`src/rtl/scv_pkg.sv`:
```
// Shared constants and types for the two-phase CPU clock generator.
// Default divider, strobe phase positions, the VDC clock-enable mask and
// the stall state encoding live here so the top, its decoder and any
// neighbouring blocks agree on one set of numbers.
package scv_pkg;

    // Period minus one after reset (CLK/14).
    localparam int CLKGEN_DEF_DIV_M1 = 13;

    // Counts at which the four CPU phase strobes fire.
    localparam int CLKGEN_P_CP2N = 0;
    localparam int CLKGEN_P_CP1P = 2;
    localparam int CLKGEN_P_CP1N = 4;
    localparam int CLKGEN_P_CP2P = 6;

    // VDC clock-enable: high at counts 2 and 9 of a 16-slot mask.
    localparam logic [15:0] CLKGEN_VDC_CE_MASK = 16'h0204;

    // Stall state machine: RUN lets the CPU strobes through, STALLED
    // freezes them with CP2 logically held high.
    typedef enum logic [0:0] {
        CLKGEN_RUN     = 1'b0,
        CLKGEN_STALLED = 1'b1
    } clkgen_stall_t;

    // Largest of four phase positions; the divider never goes below this
    // so every strobe is reachable in every period.
    function automatic int clkgen_max4(input int a, input int b,
                                       input int c, input int d);
        int m;
        m = a;
        if (b > m) m = b;
        if (c > m) m = c;
        if (d > m) m = d;
        return m;
    endfunction

endpackage

```
`src/rtl/clkgen_phase_if.sv`:
```
// Bus between the clock generator and its consumer (CPU core / system glue).
//
// Stall handshake: STALL_REQ is a level held by the requester. It is only
// sampled at period wrap, so a pulse that starts and ends between two wraps
// is never seen. STALL_ACK is high while the CPU phases are frozen; it rises
// at count 0 of the first frozen period and falls at count 0 of the first
// released period, in the same cycle as the resuming CP2_NEGEDGE. The
// requester must keep STALL_REQ high until it has seen STALL_ACK if it needs
// the stall, and may drop it at any time to request release.
interface clkgen_phase_if
    import scv_pkg::*;
#(
    parameter int CNT_W  = 4,
    parameter int NUM_CE = 1
);
    logic [CNT_W-1:0]  DIV_M1;
    logic              STALL_REQ;
    logic              STALL_ACK;
    logic              CP1_POSEDGE;
    logic              CP1_NEGEDGE;
    logic              CP2_POSEDGE;
    logic              CP2_NEGEDGE;
    logic [NUM_CE-1:0] CE;
    logic [CNT_W-1:0]  PHASE;
    logic [31:0]       CYC_CNT;
    clkgen_stall_t     stall_state;   // debug view of the stall FSM

    // Consumer side: requests divider and stall, observes strobes.
    modport master (
        output DIV_M1, STALL_REQ,
        input  STALL_ACK, CP1_POSEDGE, CP1_NEGEDGE, CP2_POSEDGE, CP2_NEGEDGE,
        input  CE, PHASE, CYC_CNT, stall_state
    );

    // Clock generator side.
    modport slave (
        input  DIV_M1, STALL_REQ,
        output STALL_ACK, CP1_POSEDGE, CP1_NEGEDGE, CP2_POSEDGE, CP2_NEGEDGE,
        output CE, PHASE, CYC_CNT, stall_state
    );

endinterface

```
`src/rtl/clkgen_ce_decode.sv`:
```
// One auxiliary clock-enable channel: a per-count lookup into a fixed mask.
// The enable ignores the CPU stall, so peripherals such as the VDC keep
// their cadence while the CPU is frozen.
module clkgen_ce_decode #(
    parameter int                    CNT_W = 4,
    parameter logic [(2**CNT_W)-1:0] MASK  = '0
) (
    input  logic             run,
    input  logic [CNT_W-1:0] ccnt,
    output logic             ce
);

    // Enable is the mask bit for the current count, gated by run.
    always_comb begin
        ce = run & MASK[ccnt];
    end

endmodule

```
`src/rtl/clkgen_phase.sv`:
```
// Parametrised two-phase clock generator for the uPD7800 core.
// One master-clock phase counter produces the four CPU phase strobes and
// NUM_CE auxiliary clock-enables. The divide ratio is taken from DIV_M1 only
// at period wrap, and a level-sensitive stall freezes the CPU strobes (CP2
// held high) while the auxiliary enables keep running.
// Optional build macro CLKGEN_PHASE_CYCCNT_EN adds a 32-bit CPU cycle counter
// on CYC_CNT; without it CYC_CNT is constant zero.
module clkgen_phase
    import scv_pkg::*;
#(
    parameter int CNT_W      = 4,
    parameter int DEF_DIV_M1 = CLKGEN_DEF_DIV_M1,
    parameter int P_CP2N     = CLKGEN_P_CP2N,
    parameter int P_CP1P     = CLKGEN_P_CP1P,
    parameter int P_CP1N     = CLKGEN_P_CP1N,
    parameter int P_CP2P     = CLKGEN_P_CP2P,
    parameter int NUM_CE     = 1,
    parameter logic [NUM_CE*(2**CNT_W)-1:0] CE_MASKS = CLKGEN_VDC_CE_MASK
) (
    input  logic CLK,
    input  logic RESB,
    clkgen_phase_if.slave bus
);

    localparam int               PERIOD_MAX = 2**CNT_W;
    localparam int               MIN_DIV_M1 = clkgen_max4(P_CP2N, P_CP1P, P_CP1N, P_CP2P);
    localparam logic [CNT_W-1:0] MIN_C      = CNT_W'(MIN_DIV_M1);
    localparam logic [CNT_W-1:0] DEF_C      = CNT_W'(DEF_DIV_M1);
    localparam logic [CNT_W-1:0] P_CP2N_C   = CNT_W'(P_CP2N);
    localparam logic [CNT_W-1:0] P_CP1P_C   = CNT_W'(P_CP1P);
    localparam logic [CNT_W-1:0] P_CP1N_C   = CNT_W'(P_CP1N);
    localparam logic [CNT_W-1:0] P_CP2P_C   = CNT_W'(P_CP2P);

    logic             run;
    logic [CNT_W-1:0] ccnt;
    logic [CNT_W-1:0] div_q;
    logic [CNT_W-1:0] div_next;
    clkgen_stall_t    stall_q;
    logic             cpu_en;
    logic             wrap;
    logic             cp2n;
    logic             cp1p;
    logic             cp1n;
    logic             cp2p;
    logic [NUM_CE-1:0] ce_w;

    assign cpu_en   = (stall_q == CLKGEN_RUN);
    assign wrap     = (ccnt == div_q);
    // Requests shorter than the last strobe position are clamped up.
    assign div_next = (bus.DIV_M1 < MIN_C) ? MIN_C : bus.DIV_M1;

    // Phase counter and divider shadow: count 0..div_q, reload divider at wrap.
    always_ff @(posedge CLK or negedge RESB) begin
        if (!RESB) begin
            run   <= 1'b0;
            ccnt  <= '0;
            div_q <= DEF_C;
        end else if (!run) begin
            run  <= 1'b1;
            ccnt <= '0;
        end else if (ccnt > div_q) begin
            // Unreachable in normal operation; recover rather than run away.
            ccnt <= '0;
        end else if (wrap) begin
            ccnt  <= '0;
            div_q <= div_next;
        end else begin
            ccnt <= ccnt + CNT_W'(1);
        end
    end

    // Stall FSM: only moves on a wrap edge, so CPU periods are never cut short.
    always_ff @(posedge CLK or negedge RESB) begin
        if (!RESB) begin
            stall_q <= CLKGEN_RUN;
        end else if (run && wrap) begin
            case (stall_q)
                CLKGEN_RUN:     if (bus.STALL_REQ)  stall_q <= CLKGEN_STALLED;
                CLKGEN_STALLED: if (!bus.STALL_REQ) stall_q <= CLKGEN_RUN;
                default:        stall_q <= CLKGEN_RUN;
            endcase
        end
    end

    // CPU strobes: one CLK wide, decoded from registered counter and state.
    always_comb begin
        cp2n = run & cpu_en & (ccnt == P_CP2N_C);
        cp1p = run & cpu_en & (ccnt == P_CP1P_C);
        cp1n = run & cpu_en & (ccnt == P_CP1N_C);
        cp2p = run & cpu_en & (ccnt == P_CP2P_C);
    end

    for (genvar i = 0; i < NUM_CE; i++) begin : g_ce
        clkgen_ce_decode #(
            .CNT_W (CNT_W),
            .MASK  (CE_MASKS[i*PERIOD_MAX +: PERIOD_MAX])
        ) u_ce_decode (
            .run  (run),
            .ccnt (ccnt),
            .ce   (ce_w[i])
        );
    end

    assign bus.CP2_NEGEDGE = cp2n;
    assign bus.CP1_POSEDGE = cp1p;
    assign bus.CP1_NEGEDGE = cp1n;
    assign bus.CP2_POSEDGE = cp2p;
    assign bus.CE          = ce_w;
    assign bus.STALL_ACK   = run & ~cpu_en;
    assign bus.PHASE       = ccnt;
    assign bus.stall_state = stall_q;

`ifdef CLKGEN_PHASE_CYCCNT_EN
    logic [31:0] cyc_q;

    // CPU cycle counter: one count per emitted CP2_NEGEDGE, wraps naturally.
    always_ff @(posedge CLK or negedge RESB) begin
        if (!RESB) begin
            cyc_q <= '0;
        end else if (cp2n) begin
            cyc_q <= cyc_q + 32'd1;
        end
    end

    assign bus.CYC_CNT = cyc_q;
`else
    assign bus.CYC_CNT = '0;
`endif

endmodule

```
`src/flat_wrapper.sv`:
```
// flat-port wrapper written by rule: the top's interface ports become plain ports
module clkgen_phase_flat import scv_pkg::*;
#(
    parameter int CNT_W      = 4,
    parameter int DEF_DIV_M1 = CLKGEN_DEF_DIV_M1,
    parameter int P_CP2N     = CLKGEN_P_CP2N,
    parameter int P_CP1P     = CLKGEN_P_CP1P,
    parameter int P_CP1N     = CLKGEN_P_CP1N,
    parameter int P_CP2P     = CLKGEN_P_CP2P,
    parameter int NUM_CE     = 1,
    parameter logic [NUM_CE*(2**CNT_W)-1:0] CE_MASKS = CLKGEN_VDC_CE_MASK
)
  (CLK, RESB, bus_DIV_M1, bus_STALL_REQ, bus_STALL_ACK, bus_CP1_POSEDGE, bus_CP1_NEGEDGE, bus_CP2_POSEDGE, bus_CP2_NEGEDGE, bus_CE, bus_PHASE, bus_CYC_CNT, bus_stall_state);
  clkgen_phase_if #(.CNT_W(CNT_W), .NUM_CE(NUM_CE)) bus_i ();
  input  logic CLK;
  input  logic RESB;
  input wire logic [$bits(bus_i.DIV_M1)-1:0] bus_DIV_M1;
  input wire logic [$bits(bus_i.STALL_REQ)-1:0] bus_STALL_REQ;
  output wire logic [$bits(bus_i.STALL_ACK)-1:0] bus_STALL_ACK;
  output wire logic [$bits(bus_i.CP1_POSEDGE)-1:0] bus_CP1_POSEDGE;
  output wire logic [$bits(bus_i.CP1_NEGEDGE)-1:0] bus_CP1_NEGEDGE;
  output wire logic [$bits(bus_i.CP2_POSEDGE)-1:0] bus_CP2_POSEDGE;
  output wire logic [$bits(bus_i.CP2_NEGEDGE)-1:0] bus_CP2_NEGEDGE;
  output wire logic [$bits(bus_i.CE)-1:0] bus_CE;
  output wire logic [$bits(bus_i.PHASE)-1:0] bus_PHASE;
  output wire logic [$bits(bus_i.CYC_CNT)-1:0] bus_CYC_CNT;
  output wire logic [$bits(bus_i.stall_state)-1:0] bus_stall_state;
  assign bus_i.DIV_M1 = bus_DIV_M1;
  assign bus_i.STALL_REQ = bus_STALL_REQ;
  assign bus_STALL_ACK = bus_i.STALL_ACK;
  assign bus_CP1_POSEDGE = bus_i.CP1_POSEDGE;
  assign bus_CP1_NEGEDGE = bus_i.CP1_NEGEDGE;
  assign bus_CP2_POSEDGE = bus_i.CP2_POSEDGE;
  assign bus_CP2_NEGEDGE = bus_i.CP2_NEGEDGE;
  assign bus_CE = bus_i.CE;
  assign bus_PHASE = bus_i.PHASE;
  assign bus_CYC_CNT = bus_i.CYC_CNT;
  assign bus_stall_state = bus_i.stall_state;
  clkgen_phase #(.CNT_W(CNT_W), .DEF_DIV_M1(DEF_DIV_M1), .P_CP2N(P_CP2N), .P_CP1P(P_CP1P), .P_CP1N(P_CP1N), .P_CP2P(P_CP2P), .NUM_CE(NUM_CE), .CE_MASKS(CE_MASKS)) u_core (.CLK(CLK), .RESB(RESB), .bus(bus_i));
endmodule
```
`config.mk`:
```
export PLATFORM = sky130hd
export DESIGN_NAME = clkgen_phase_flat
export DESIGN_NICKNAME = d
export VERILOG_FILES = /design/src/rtl/scv_pkg.sv /design/src/rtl/clkgen_phase_if.sv /design/src/rtl/clkgen_ce_decode.sv /design/src/rtl/clkgen_phase.sv /design/src/flat_wrapper.sv
export SDC_FILE = /design/constraint.sdc
export NUM_CORES = 1
export LEC_CHECK = 0
export ABC_AREA = 1
export BUFFER_PORTS_ARGS = -buffer_cell sky130_fd_sc_hd__buf_4
export CAP_MARGIN = 10
export CORE_MARGIN = 2
export CORE_UTILIZATION = 47
export DETAILED_ROUTE_END_ITERATION = 6
export PLACE_DENSITY = 0.9
export SETUP_SLACK_MARGIN = 0.5
export SYNTH_ARGS = -nofsm -noshare
export SYNTH_HDL_FRONTEND = slang
export SYNTH_HIERARCHICAL = 1
export SYNTH_SLANG_ARGS = --single-unit
export TNS_END_PERCENT = 1
```
`constraint.sdc`:
```
create_clock -name CLK -period 3.35 [get_ports CLK]
set_input_delay 0 -clock CLK [delete_from_list [all_inputs] [get_ports CLK]]
set_output_delay 0 -clock CLK [all_outputs]
set_load 0.05 [all_outputs]
```
# Word level (Yosys, flattened, before mapping)

Memory sizes are Yosys's and may differ from the RTL's.
Cells that the tools add are included.

Logic and storage cells: 31
Output and inout bits: 43
Memories kept: 1
Bits of input ports: 7
Memory bits (read-only): 16
Flip-flop bits (word level): 10

Memory list:

| memory           | words | width | rd ports | clocked after memory_dff | write ports | RTL line               | text |
|---|---|---|---|---|---|---|---|
| (name not given) | 16    | 1     | 1        | 0                        | 0           | clkgen_ce_decode.sv:15 | `ce = run & MASK[ccnt];` |

Bitwise gates (word level): 9
$lt $le $gt $ge: 3
Equal/unequal tests: 4
Muxes and demuxes: 6
Reductions and logical operators: 3
Add/subtract/negate cells: 1

Operators with widths:

| operator                                            | count |
|---|---|
| 2-to-1 mux 4 bit                                    | 4 |
| equality test 4 x 3 -> 1 bit, second input constant | 2 |
| bitwise AND 1 bit                                   | 7 |
| < comparator 4 x 5 -> 1 bit, second input constant  | 1 |
| adder 4 x 1 -> 4 bit, second input constant         | 1 |
| equality test 4 x 2 -> 1 bit, second input constant | 1 |
| equality test 4 bit                                 | 1 |
| > comparator 4 bit                                  | 1 |
| logical NOT 4 bit                                   | 1 |
| < comparator 4 x 3 -> 1 bit, second input constant  | 1 |
| AND reduction 3 bit                                 | 1 |
| 2-to-1 mux 1 bit                                    | 2 |
| NOT 1 bit                                           | 2 |
| logical AND 1 bit                                   | 1 |

# Longest topological paths before layout

Gate-level depths: netlist of the first run.

Depth after elaboration: 4
Mapped depth: 8
Gate-level depth less buffers: 8

# Hierarchy

The synthesis of the first run kept the hierarchy.

Modules (own cells, without submodules):

| module           | area an instance (um^2) | instances | cells an instance | seq. area each (um^2) |
|---|---|---|---|---|
| clkgen_phase     | 848.3                   | 1         | 110               | 254.0 |
| clkgen_ce_decode | 41.3                    | 1         | 9                 | 0.0 |

# Worst setup path after synthesis of the first run

OpenSTA, ideal clock, no wires.

Kind: register -> output
Start: register u_core.ccnt[1], in the netlist u_core/bus.PHASE[1]
End: output bus_CP1_POSEDGE
Path buffers: 0
Arrival: 2.088 ns
Stages on the path, launching flop included: 4
Setup slack: 1.262 ns
Cells stage by stage: dfrtp_1 ha_1 inv_1 nor3_1

Cells in the longest elaborated chain, start to end: 2

Ends and longest elaborated chain:

| element                      | RTL line           | text |
|---|---|---|
| start, declared              | clkgen_phase.sv:35 | `logic [CNT_W-1:0] ccnt;` |
| start signal, assigned       | clkgen_phase.sv:68 | `ccnt <= ccnt + CNT_W'(1);` |
| equality test 4 x 2 -> 1 bit | clkgen_phase.sv:88 | `cp1p = run & cpu_en & (ccnt == P_CP1P_C);` |
| bitwise AND 1 bit            | clkgen_phase.sv:88 |  |
| end, declared                | flat_wrapper.sv:20 | `output wire logic [$bits(bus_i.CP1_POSEDGE)-1:0] bus_CP1_POSEDGE;` |

Every way passes these cells.

# Worst setup path after layout of the first run

Start: register u_core.ccnt[0], in the netlist u_core/bus.PHASE[0]
End: register u_core.ccnt[3], in the netlist u_core/bus.PHASE[3]

Cells in the longest elaborated chain, start to end: 4
Elaborated cells between the ends (all ways): 6
Classes of those cells: add/sub (1); order compare (1); eq/ne (1); mux (3)

Ends and longest elaborated chain:

| element                                                            | RTL line                               | text |
|---|---|---|
| adder 4 x 1 -> 4 bit / equality test 4 bit (equally long branches) | clkgen_phase.sv:68, clkgen_phase.sv:48 |  |
| 2-to-1 mux 4 bit                                                   | clkgen_phase.sv:64                     | `end else if (wrap) begin` |
| 2-to-1 mux 4 bit (*)                                               | clkgen_phase.sv:61                     | `end else if (ccnt > div_q) begin` |
| 2-to-1 mux 4 bit (*)                                               | clkgen_phase.sv:58                     | `end else if (!run) begin` |

Mark *: on every way between the ends. The rest lies on a longest branch, timed or not.
A chain may end at the register's enable or synchronous reset.

==> key figures, run 1 <==
STA
  – Hold Fails Final Rpt: 0
  – Total negative slack: 0 ns
  – Fmax: 657 MHz
  – Fin crit share: 45.4%
  – Setup Skew: 0.00211 ns
  – Final slew viol count: 0
  – RSZ-0062 raised after global routing: false
  – Setup Viol. Count Final: 0
  – Clock period minus worst slack: 1.52 ns

Routing
  – WL/cell: 9.17 um
  – Drc violations: 0
  – DRT iter0 DRCs: 8
  – TritonRoute pass-1 iters: 4
  – Via Count: 680
  – DRT Wirelength: 1.53 mm
  – Via density: 4.07
  – Residual antenna-violating net count after detailed routing: 0

Synth
  – Cell area after synthesis: 890 um^2
  – Cell variety after synth: 22
  – Count leader, synth: buf_4
  – Synthesized area per cell: 7.48 um^2
  – Top post-synthesis cells by count: 32 x buf_4, 21 x nand2_1, 14 x inv_1
  – Post-synth top area cell: buf_4
  – Top cells by area, synth: buf_4 27%, dfrtp_1 20%, ha_1 9.8%, dfstp_2 8.9%, nand2_1 8.9%
  – Synth top area share: 27.0%
  – Mapped Cells: 119
  – Async SR Flop Fraction: 100%
  – Top_reg_cell synth: dfrtp_1
  – Seq cells post-synth: 10
  – EDFF count, synth: 0
  – Ys Warns: 6
  – Seq/Total Area, Yosys: 28.6%

Pwr
  – Switching share of power: 43.1%
  – Switching power: 161 uW
  – Internal power: 213 uW
  – Clock network power share: 27.6%
  – Leak pwr: 0.618 nW
  – Flop pwr share: 35.4%
  – PD cells: 378 mW/mm^2
  – Logic gate share of total power: 37.0%
  – Maximum vdd drop: 0.000254 V

Min path
  – Hold EP: u_core/div_q[2]
  – WHS Path Cells: 3
  – Worst hold start: bus_DIV_M1[2]
  – Worst min-delay path class: in2reg

Final layout
  – FILL cells: 167
  – Area grow syn2layout: 11.4%
  – Nets: 157
  – Final Non-Filler Cells: 167
  – Area occupied by multi-input gates: 452 um^2
  – Layout cell share with drive strength beyond 1: 20.4%
  – Inserted Diodes: 0
  – Area occupied by registers: 254 um^2

Die
  – Starting Density: 51.0%
  – Core footprint: 0.00175 mm^2
  – Die Y: 47.5 um
  – Floorplan row count: 15
  – Die Span X: 47.5 um
  – # IOs: 50
  – Total die area: 0.00226 mm^2

Critical path
  – Arrival time worst endpoint: 1.71 ns
  – CP Capture Type: flip-flop
  – Critical-path cell list: inv_1 > ha_1 > nand2_1 > nor2_2 > nor2_1 > nand3_1 > nor2_1
  – R2r setup slk: 1.83 ns
  – Worst Reg-to-Reg Cells: 7
  – Critical Path Slowest Stage Cell: dfrtp_1
  – Startpoint Class: flip-flop
  – Worst path top cell family by delay: simple AND/OR/NAND/NOR gates
  – Critical Path RT: 3.54 ns
  – Crit path buffers/inverters: 1
  – CP most frequent cell: nor2_1
  – Worst R2R End: u_core/bus.PHASE[3]
  – Reg-to-Reg Start: u_core/bus.PHASE[0]
  – Crit path largest cell delay: 0.45 ns
  – CP Class: reg2reg
  – CP Max Fanout: 7

CTS
  – CTS max path bufs: 2
  – Later-pin clock latency in the skew report: 0.25 ns
  – Post-CTS setup repair buffer count: 0
  – H-Tree Depth: 1
  – Clk slew on worst S/H paths: 0.06 ns
  – CTS tree: yes
  – TritonCTS sink count: 10
  – CTS root buffer: clkbuf_4
  – TritonCTS Buffers: 3

Global routing
  – Initial antenna violation count: 0
  – Gr usage total: 15.2%
  – Grt ovf: 0
  – Largest net degree at the start of global routing: 11
  – Vias in the first global route: 624
  – First-pass GRT wire length: 2.44 mm

Placement
  – GPL Wtd Cong: 0.733
  – Hpwl dp: 1.29 mm
  – Cells after DPL: 160
  – Port Buf Inserts: 17

Status
  – Status: completed

Job
  – Max_cap viols: 0
-- cell families (layout without fill, tap and decap cells) --
| kind of cell | Yosys count | count (layout) | synth area share [%] |
|---|---|---|---|
| xor+xnor | 1 | 1 | 0.985 |
| other cells | 2 | 33 | 0.844 |
| compound gates | 6 | 6 | 3.66 |
| flops | 10 | 10 | 28.6 |
| simple gates | 45 | 45 | 22.4 |
| buf+inv | 48 | 40 | 33.8 |
| fa+ha+maj | 7 | 7 | 9.84 |
-- worst reg2reg max path, cell delays in order, from the launching register on --
cell and delay [ns]:
dfrtp_1 0.45, inv_1 0.14, ha_1 0.32, nand2_1 0.08
nor2_2 0.05, nor2_1 0.21, nand3_1 0.12, nor2_1 0.10
-- repair_timing --
action | in CTS | in global routing
setup endpoints to repair | 0 | 0
gates resized for setup | 0 | 0
endpoints found under the hold margin | 12 | 0
hold buffers | 3 | 0
-- power groups by stage --
| stage | clock (mW) | combinational (mW) | sequential (mW) |
|---|---|---|---|
| final | 0.103 | 0.139 | 0.132 |
| after detailed placement | 0 | 0.135 | 0.135 |
| after global routing | 0.115 | 0.148 | 0.133 |
| after floorplan | 0 | 0.133 | 0.143 |
| after CTS | 0.107 | 0.138 | 0.132 |
| after global placement | 0 | 0.132 | 0.134 |
-- worst max-delay path by stage --
stage                        start                endpoint  slack [ns]  depth (start not counted)
2_1_floorplan  u_core/bus.PHASE[1]         bus_CP1_POSEDGE        1.26                          3
3_3_place_gp       u_core/div_q[3]  u_core/bus.stall_state        1.92                          8
3_5_place_dp   u_core/bus.PHASE[0]     u_core/bus.PHASE[3]        1.88                          7
4_1_cts        u_core/bus.PHASE[0]         bus_CP2_NEGEDGE        1.84                          5
5_1_grt        u_core/bus.PHASE[0]  u_core/bus.stall_state        1.73                          8
6_report       u_core/bus.PHASE[0]     u_core/bus.PHASE[3]        1.83                          7
-- layout make-up --
class	instances	share of cell area (%)
flip-flops and latches	10	25.6
clock buffers	4	3.66
repair buffers	20	15.9
multi-input cells	92	45.6
inverters	16	6.06
well taps	25	3.16
-- per-layer routing --
layer / GRT usage [%] / up-vias / wire length (um)
li1: - / 342 / -
met1: 17.1 / 312 / 601
met2: 29.7 / 26 / 835
met3: 1.13 / 0 / 95
met4: 5.00 / 0 / 0
met5: 0 / - / 0
-- placed cells by master, fill, tap and decap left out, types with 2 or more instances in the layout --
cell type / synthesis / final
conb_1: 2 / 33
nand2_1: 21 / 21
buf_4: 32 / 17
inv_1: 14 / 14
nor2_1: 12 / 12
ha_1: 7 / 7
dfrtp_1: 7 / 7
nor3_1: 4 / 4
clkbuf_4: 0 / 3
dlygate4sd3_1: 0 / 3
o21ai_1: 3 / 3
dfstp_2: 3 / 3
a21oi_1: 2 / 2
nand3_1: 2 / 2
-- through the flow --
stage / worst slack (ns) / util (%) / hold slack [ns] / cell area, um^2 / total power, mW
3_3_place_gp: 1.92 / 53.0 / -0.170 / 925 / 0.266
3_5_place_dp: 1.88 / 53.0 / -0.168 / 925 / 0.270
4_1_cts: 1.84 / 56.8 / 0.0109 / 991 / 0.378
2_1_floorplan: 1.26 / - / -0.296 / 1010 / 0.276
5_1_grt: 1.73 / 56.8 / 0.0336 / 991 / 0.396
6_report: 1.83 / 56.8 / 0.0153 / 991 / 0.374
-- flip-flops by register name (all words and copies together) (netlist names) --
name	flops
u_core/bus.stall_state	1
u_core/run	1
u_core/bus.PHASE	4
u_core/div_q	4
Note: power is estimated with default switching activity, not from simulation.
==> run 2, diff against run 1 <==
--- a/config.mk
+++ b/config.mk
@@ -5,13 +5,13 @@
 export SDC_FILE = /design/constraint.sdc
 export NUM_CORES = 1
 export LEC_CHECK = 0
-export ABC_AREA = 1
+export ABC_AREA = 0
 export BUFFER_PORTS_ARGS = -buffer_cell sky130_fd_sc_hd__buf_4
 export CAP_MARGIN = 10
 export CORE_MARGIN = 2
-export CORE_UTILIZATION = 47
+export CORE_UTILIZATION = 39
 export DETAILED_ROUTE_END_ITERATION = 6
-export PLACE_DENSITY = 0.9
+export PLACE_DENSITY = 0.81
 export SETUP_SLACK_MARGIN = 0.5
 export SYNTH_ARGS = -nofsm -noshare
 export SYNTH_HDL_FRONTEND = slang
==> constraint.sdc (replaced) <==
create_clock -name CLK -period 1.3 [get_ports CLK]
set_input_delay 0 -clock CLK [delete_from_list [all_inputs] [get_ports CLK]]
set_output_delay 0 -clock CLK [all_outputs]
set_load 0.05 [all_outputs]
==> key figures, run 2 <==
Status
  – Status: finished, violations left
  – Failing checks: setup timing

Critical path
  – CP Class: reg2reg
  – Worst Reg-to-Reg Cells: 5
  – R2r setup slk: -0.32 ns
  – Crit path largest cell delay: 0.54 ns
  – Critical Path RT: 1.47 ns
  – Reg-to-Reg Start: u_core/div_q[3]
  – Worst R2R End: u_core/bus.stall_state
  – Arrival time worst endpoint: 1.79 ns
  – CP Capture Type: flip-flop
  – Critical Path Slowest Stage Cell: dfstp_2
  – Critical-path cell list: inv_2 > ha_4 > nand4_1 > or2_4 > mux2_4
  – CP Max Fanout: 4
  – Startpoint Class: flip-flop

Synth
  – Async SR Flop Fraction: 100%
  – Post-synth top area cell: buf_4
  – Count leader, synth: buf_4
  – Top cells by area, synth: buf_4 28%, dfrtp_1 20%, ha_1 10%, dfstp_2 9.1%, mux2_4 5.2%
  – EDFF count, synth: 0
  – Synth top area share: 27.7%
  – Mapped Cells: 93
  – Top post-synthesis cells by count: 32 x buf_4, 7 x dfrtp_1, 7 x ha_1
  – Cell variety after synth: 27
  – Seq/Total Area, Yosys: 29.3%
  – Ys Warns: 6
  – Synthesized area per cell: 9.32 um^2
  – Cell area after synthesis: 867 um^2
  – Top_reg_cell synth: dfrtp_1
  – Seq cells post-synth: 10

Final layout
  – Inserted Diodes: 0
  – Nets: 145
  – FILL cells: 200
  – Area grow syn2layout: 38.7%
  – Post-layout util: 56.0%
  – Most common cell after layout, fill and taps aside: conb_1
  – Commonest non-fill, non-tap cells in the layout: 33 x conb_1, 20 x buf_4, 9 x buf_6
  – Layout cell share with drive strength beyond 1: 43.8%

Routing
  – Residual antenna-violating net count after detailed routing: 0
  – Drc violations: 0
  – WL/cell: 10.2 um
  – TritonRoute pass-1 iters: 2
  – Via Count: 641
  – Via density: 4.06
  – DRT Wirelength: 1.61 mm
  – DRT iter0 DRCs: 9

STA
  – Fmax: 616 MHz
  – Total negative slack: -2.68 ns
  – Clock period minus worst slack: 1.62 ns
  – Setup slack after layout: -0.322 ns
  – Setup Viol. Count Final: 13
  – Setup Skew: 0.00648 ns
  – Final slew viol count: 0
  – Hold Fails Final Rpt: 0
  – Fin crit share: 125%
  – Hold slack final: 0.00627 ns
  – RSZ-0062 raised after global routing: true

CTS
  – CTS tree: yes
  – Clk slew on worst S/H paths: 0.07 ns
  – Later-pin clock latency in the skew report: 0.27 ns
  – CTS root buffer: clkbuf_4
  – TritonCTS Buffers: 3
  – TritonCTS sink count: 10
  – H-Tree Depth: 1
  – CTS max path bufs: 2

Die
  – Core footprint: 0.00215 mm^2
  – Total die area: 0.00262 mm^2
  – Floorplan row count: 17
  – Die Y: 51.2 um
  – Die Span X: 51.2 um
  – # IOs: 50
  – Starting Density: 40.4%

Global routing
  – Initial antenna violation count: 0
  – First-pass GRT wire length: 2.50 mm
  – Vias in the first global route: 585
  – Largest net degree at the start of global routing: 11
  – Grt ovf: 0
  – Gr usage total: 13.4%

Pwr
  – Maximum vdd drop: 0.000954 V
  – Leak pwr: 0.627 nW
  – PD cells: 1920 mW/mm^2
  – Power Total: 2.31 mW

Placement
  – Hpwl dp: 1.21 mm
  – Port Buf Inserts: 17
  – GPL Wtd Cong: 0.804

Min path
  – Worst hold start: bus_DIV_M1[3]
  – Hold EP: u_core/div_q[2]
  – Worst min-delay path class: in2reg
  – WHS Path Cells: 3

Job
  – Max_cap viols: 0
==> run 2: worst max path at each step <==
| stage | startpoint | to | slack (ns) |
|---|---|---|---|
| after CTS | u_core/div_q[2] | u_core/bus.stall_state | -0.34 |
| after detailed placement | u_core/div_q[2] | u_core/bus.stall_state | -0.42 |
| after floorplan | u_core/bus.PHASE[0] | u_core/bus.stall_state | -0.46 |
| after global placement | u_core/div_q[2] | u_core/bus.stall_state | -0.34 |
| after global routing | u_core/div_q[3] | u_core/bus.stall_state | -0.39 |
| final | u_core/div_q[3] | u_core/bus.stall_state | -0.32 |
==> run 2: power by group <==
part / leakage, nW / internal, mW / switching [mW]
Sequential: 0.113 / 0.453 / 0.0958
Clock: 0.0210 / 0.170 / 0.118
Combinational: 0.493 / 0.591 / 0.878
Total: 0.627 / 1.21 / 1.09
==> run 2: metal layers <==
layer  up-vias  part of all wire (%)  GRT usage (%)
met5         -                     0              0
met1       290                    35           12.6
li1        312                     -              -
met4         0                   1.7           8.11
met2        35                    56           26.8
met3         4                   7.2           1.75
==> run 2: what timing repair did <==
| action | CTS | global route |
|---|---|---|
| endpoints found under the setup margin | 20 | 20 |
| hold endpoints to repair | 14 | 0 |
| hold buffers | 5 | 0 |
| resized for setup | 14 | 8 |
| pin swaps | 6 | 3 |
| buffers inserted | 2 | 0 |
==> run 2: kinds of logic after synthesis <==
group / Yosys count / share of synthesized area, %
simple gates: 25 / 16.3
flops: 10 / 29.3
compound gates: 3 / 2.31
mux: 5 / 7.50
xor+xnor: 2 / 2.02
fa+ha+maj: 7 / 10.1
other cells: 2 / 0.866
buf+inv: 39 / 31.6
==> run 2: cell type report <==
cell class                      instances  area (um^2)  share of cell area [%]
Inverter                                6         22.5                    1.87
Multi-Input combinational cell         75          533                    44.3
Tap cell                               28         35.0                    2.91
Timing Repair Buffer                   35          317                    26.3
Clock buffer                            4         36.3                    3.02
Sequential cell                        10          259                    21.5
==> run 2: worst max-delay path, delay by kind of cell, from the launching register on <==
family	cells	cell delay (ns)
flip-flops	1	0.54
AND/OR/NAND/NOR	2	0.38
multiplexers	1	0.30
adder cells (fa/ha/maj)	1	0.26
buffers and inverters	1	0.05
==> run 2: through the flow <==
stage | setup slack (ns) | std cells | instance area (um^2)
after floorplan | -0.455 | 124 | 1010
after global placement | -0.335 | 147 | 1010
after detailed placement | -0.418 | 147 | 1010
after CTS | -0.340 | 158 | 1170
after global routing | -0.393 | 158 | 1200
final | -0.322 | 158 | 1200
==> run 3, diff against run 2 <==
--- a/config.mk
+++ b/config.mk
@@ -11,7 +11,7 @@
 export CORE_MARGIN = 2
 export CORE_UTILIZATION = 39
 export DETAILED_ROUTE_END_ITERATION = 6
-export PLACE_DENSITY = 0.81
+export PLACE_DENSITY = 0.85
 export SETUP_SLACK_MARGIN = 0.5
 export SYNTH_ARGS = -nofsm -noshare
 export SYNTH_HDL_FRONTEND = slang
==> key figures, run 3 (synthesized netlist as in run 2, its figures left out) <==
Status
  – Status: finished, violations left
  – Failing checks: setup timing

CTS
  – Clk slew on worst S/H paths: 0.07 ns
  – CTS tree: yes
  – Later-pin clock latency in the skew report: 0.26 ns
  – TritonCTS sink count: 10
  – H-Tree Depth: 1
  – CTS root buffer: clkbuf_4
  – TritonCTS Buffers: 3
  – CTS max path bufs: 2

Pwr
  – PD cells: 1920 mW/mm^2
  – Clock network power share: 12.3%
  – Maximum vdd drop: 0.000901 V
  – Flop pwr share: 23.8%
  – Switching share of power: 47.3%
  – Internal power: 1.20 mW
  – Switching power: 1.08 mW
  – Leak pwr: 0.620 nW
  – Logic gate share of total power: 63.9%

Final layout
  – Post-layout util: 55.4%
  – Inserted Diodes: 0
  – Final Non-Filler Cells: 157
  – Commonest non-fill, non-tap cells in the layout: 33 x conb_1, 19 x buf_4, 10 x buf_6
  – FILL cells: 192
  – Layout cell share with drive strength beyond 1: 45.7%
  – Area grow syn2layout: 37.4%
  – Nets: 144
  – Most common cell after layout, fill and taps aside: conb_1

Die
  – Die Y: 51.2 um
  – Core footprint: 0.00215 mm^2
  – Starting Density: 40.4%
  – # IOs: 50
  – Total die area: 0.00262 mm^2
  – Floorplan row count: 17
  – Die Span X: 51.2 um

Critical path
  – Critical-path cell list: inv_2 > ha_4 > nand4_1 > or2_4 > mux2_4
  – Critical Path Slowest Stage Cell: dfstp_2
  – CP Capture Type: flip-flop
  – Reg-to-Reg Start: u_core/div_q[3]
  – CP Max Fanout: 5
  – Worst Setup EP: u_core/bus.stall_state
  – CP Launch Point: u_core/div_q[3]
  – Worst Reg-to-Reg Cells: 5
  – Crit path buffers/inverters: 1
  – CP Class: reg2reg
  – Worst path top cell family by delay: flip-flops
  – Worst R2R End: u_core/bus.stall_state
  – Critical Path RT: 1.45 ns
  – Arrival time worst endpoint: 1.85 ns
  – Startpoint Class: flip-flop
  – Levels on crit path: 5
  – Crit path largest cell delay: 0.54 ns
  – R2r setup slk: -0.40 ns

Global routing
  – Vias in the first global route: 583
  – Initial antenna violation count: 0
  – Largest net degree at the start of global routing: 11
  – Gr usage total: 13.6%
  – Grt ovf: 0
  – First-pass GRT wire length: 2.62 mm

Routing
  – Drc violations: 0
  – Via Count: 647
  – Residual antenna-violating net count after detailed routing: 0
  – WL/cell: 10.6 um
  – DRT iter0 DRCs: 10
  – Via density: 4.12
  – TritonRoute pass-1 iters: 4
  – DRT Wirelength: 1.66 mm

Min path
  – Worst min-delay path class: in2reg

STA
  – Fmax: 588 MHz
  – Total negative slack: -3.74 ns
  – RSZ-0062 raised after global routing: true
  – Fin crit share: 131%
  – Setup Viol. Count Final: 14
  – Final slew viol count: 0
  – Hold slack final: 0.0154 ns
  – Setup slack after layout: -0.402 ns
  – Clock period minus worst slack: 1.70 ns
  – Setup Skew: 0.00106 ns
  – Hold Fails Final Rpt: 0

Placement
  – GPL Wtd Cong: 0.828
  – Hpwl dp: 1.30 mm
  – Post-place setup slack: -0.452 ns
  – Cells after DPL: 147
  – Port Buf Inserts: 17

Job
  – Max_cap viols: 0
==> run 3: cell count changes in the layout (fill, tap and decap cells not counted), sizes merged <==
cell | previous run | this run
dlygate4sd3 | 5 | 3
buf | 30 | 31
==> run 3: worst min-delay path by stage <==
stage                             start                  end  slack [ns]  cells past startpoint
after detailed placement           RESB           u_core/run       -0.16                      1
after global routing      bus_DIV_M1[2]      u_core/div_q[2]        0.03                      3
after global placement             RESB      u_core/div_q[1]       -0.17                      1
final                     bus_DIV_M1[2]      u_core/div_q[2]        0.02                      3
after CTS                 bus_DIV_M1[2]      u_core/div_q[2]       0.008                      3
after floorplan                    RESB  u_core/bus.PHASE[0]       -0.30                      0
==> run 3: worst register-to-register path, cell delays in order, from the launching register on <==
cell and delay, ns:
dfstp_2 0.54, inv_2 0.04, ha_4 0.26, nand4_1 0.14
or2_4 0.31, mux2_4 0.30
==> run 3: layer usage <==
| layer | global-route usage (%) | routed length (um) |
|---|---|---|
| met2 | 25.5 | 964 |
| met5 | 0 | 0 |
| met1 | 14.8 | 574 |
| met4 | 5.41 | 0 |
| met3 | 2.63 | 125 |
==> run 3: final cells by class <==
type | instances | area, um^2 | share of cell area, %
Clock buffer | 4 | 36.3 | 3.05
Tap cell | 28 | 35.0 | 2.94
Timing Repair Buffer | 34 | 315 | 26.5
Sequential cell | 10 | 259 | 21.7
Inverter | 6 | 22.5 | 1.89
Multi-Input combinational cell | 75 | 523 | 43.9
==> run 3: stage by stage <==
step / total power, mW / area (um^2)
after floorplan: 1.50 / 1010
after global placement: 1.78 / 1010
after CTS: 2.21 / 1150
after global routing: 2.42 / 1190
after detailed placement: 1.83 / 1010
final: 2.28 / 1190
==> run 3: timing repair <==
action,in CTS,in global routing
pin swaps,5,7
setup buffers,2,1
gates resized for setup,14,10
hold buffers,3,0
endpoints found under the setup margin,20,20
hold endpoints to repair,12,0
==> run 3: power by group through the flow <==
stage | clock (mW) | combinational [mW] | sequential (mW)
after floorplan | 0 | 0.769 | 0.735
after global placement | 0 | 1.25 | 0.532
after detailed placement | 0 | 1.29 | 0.545
after CTS | 0.285 | 1.38 | 0.547
after global routing | 0.305 | 1.56 | 0.559
final | 0.280 | 1.46 | 0.545
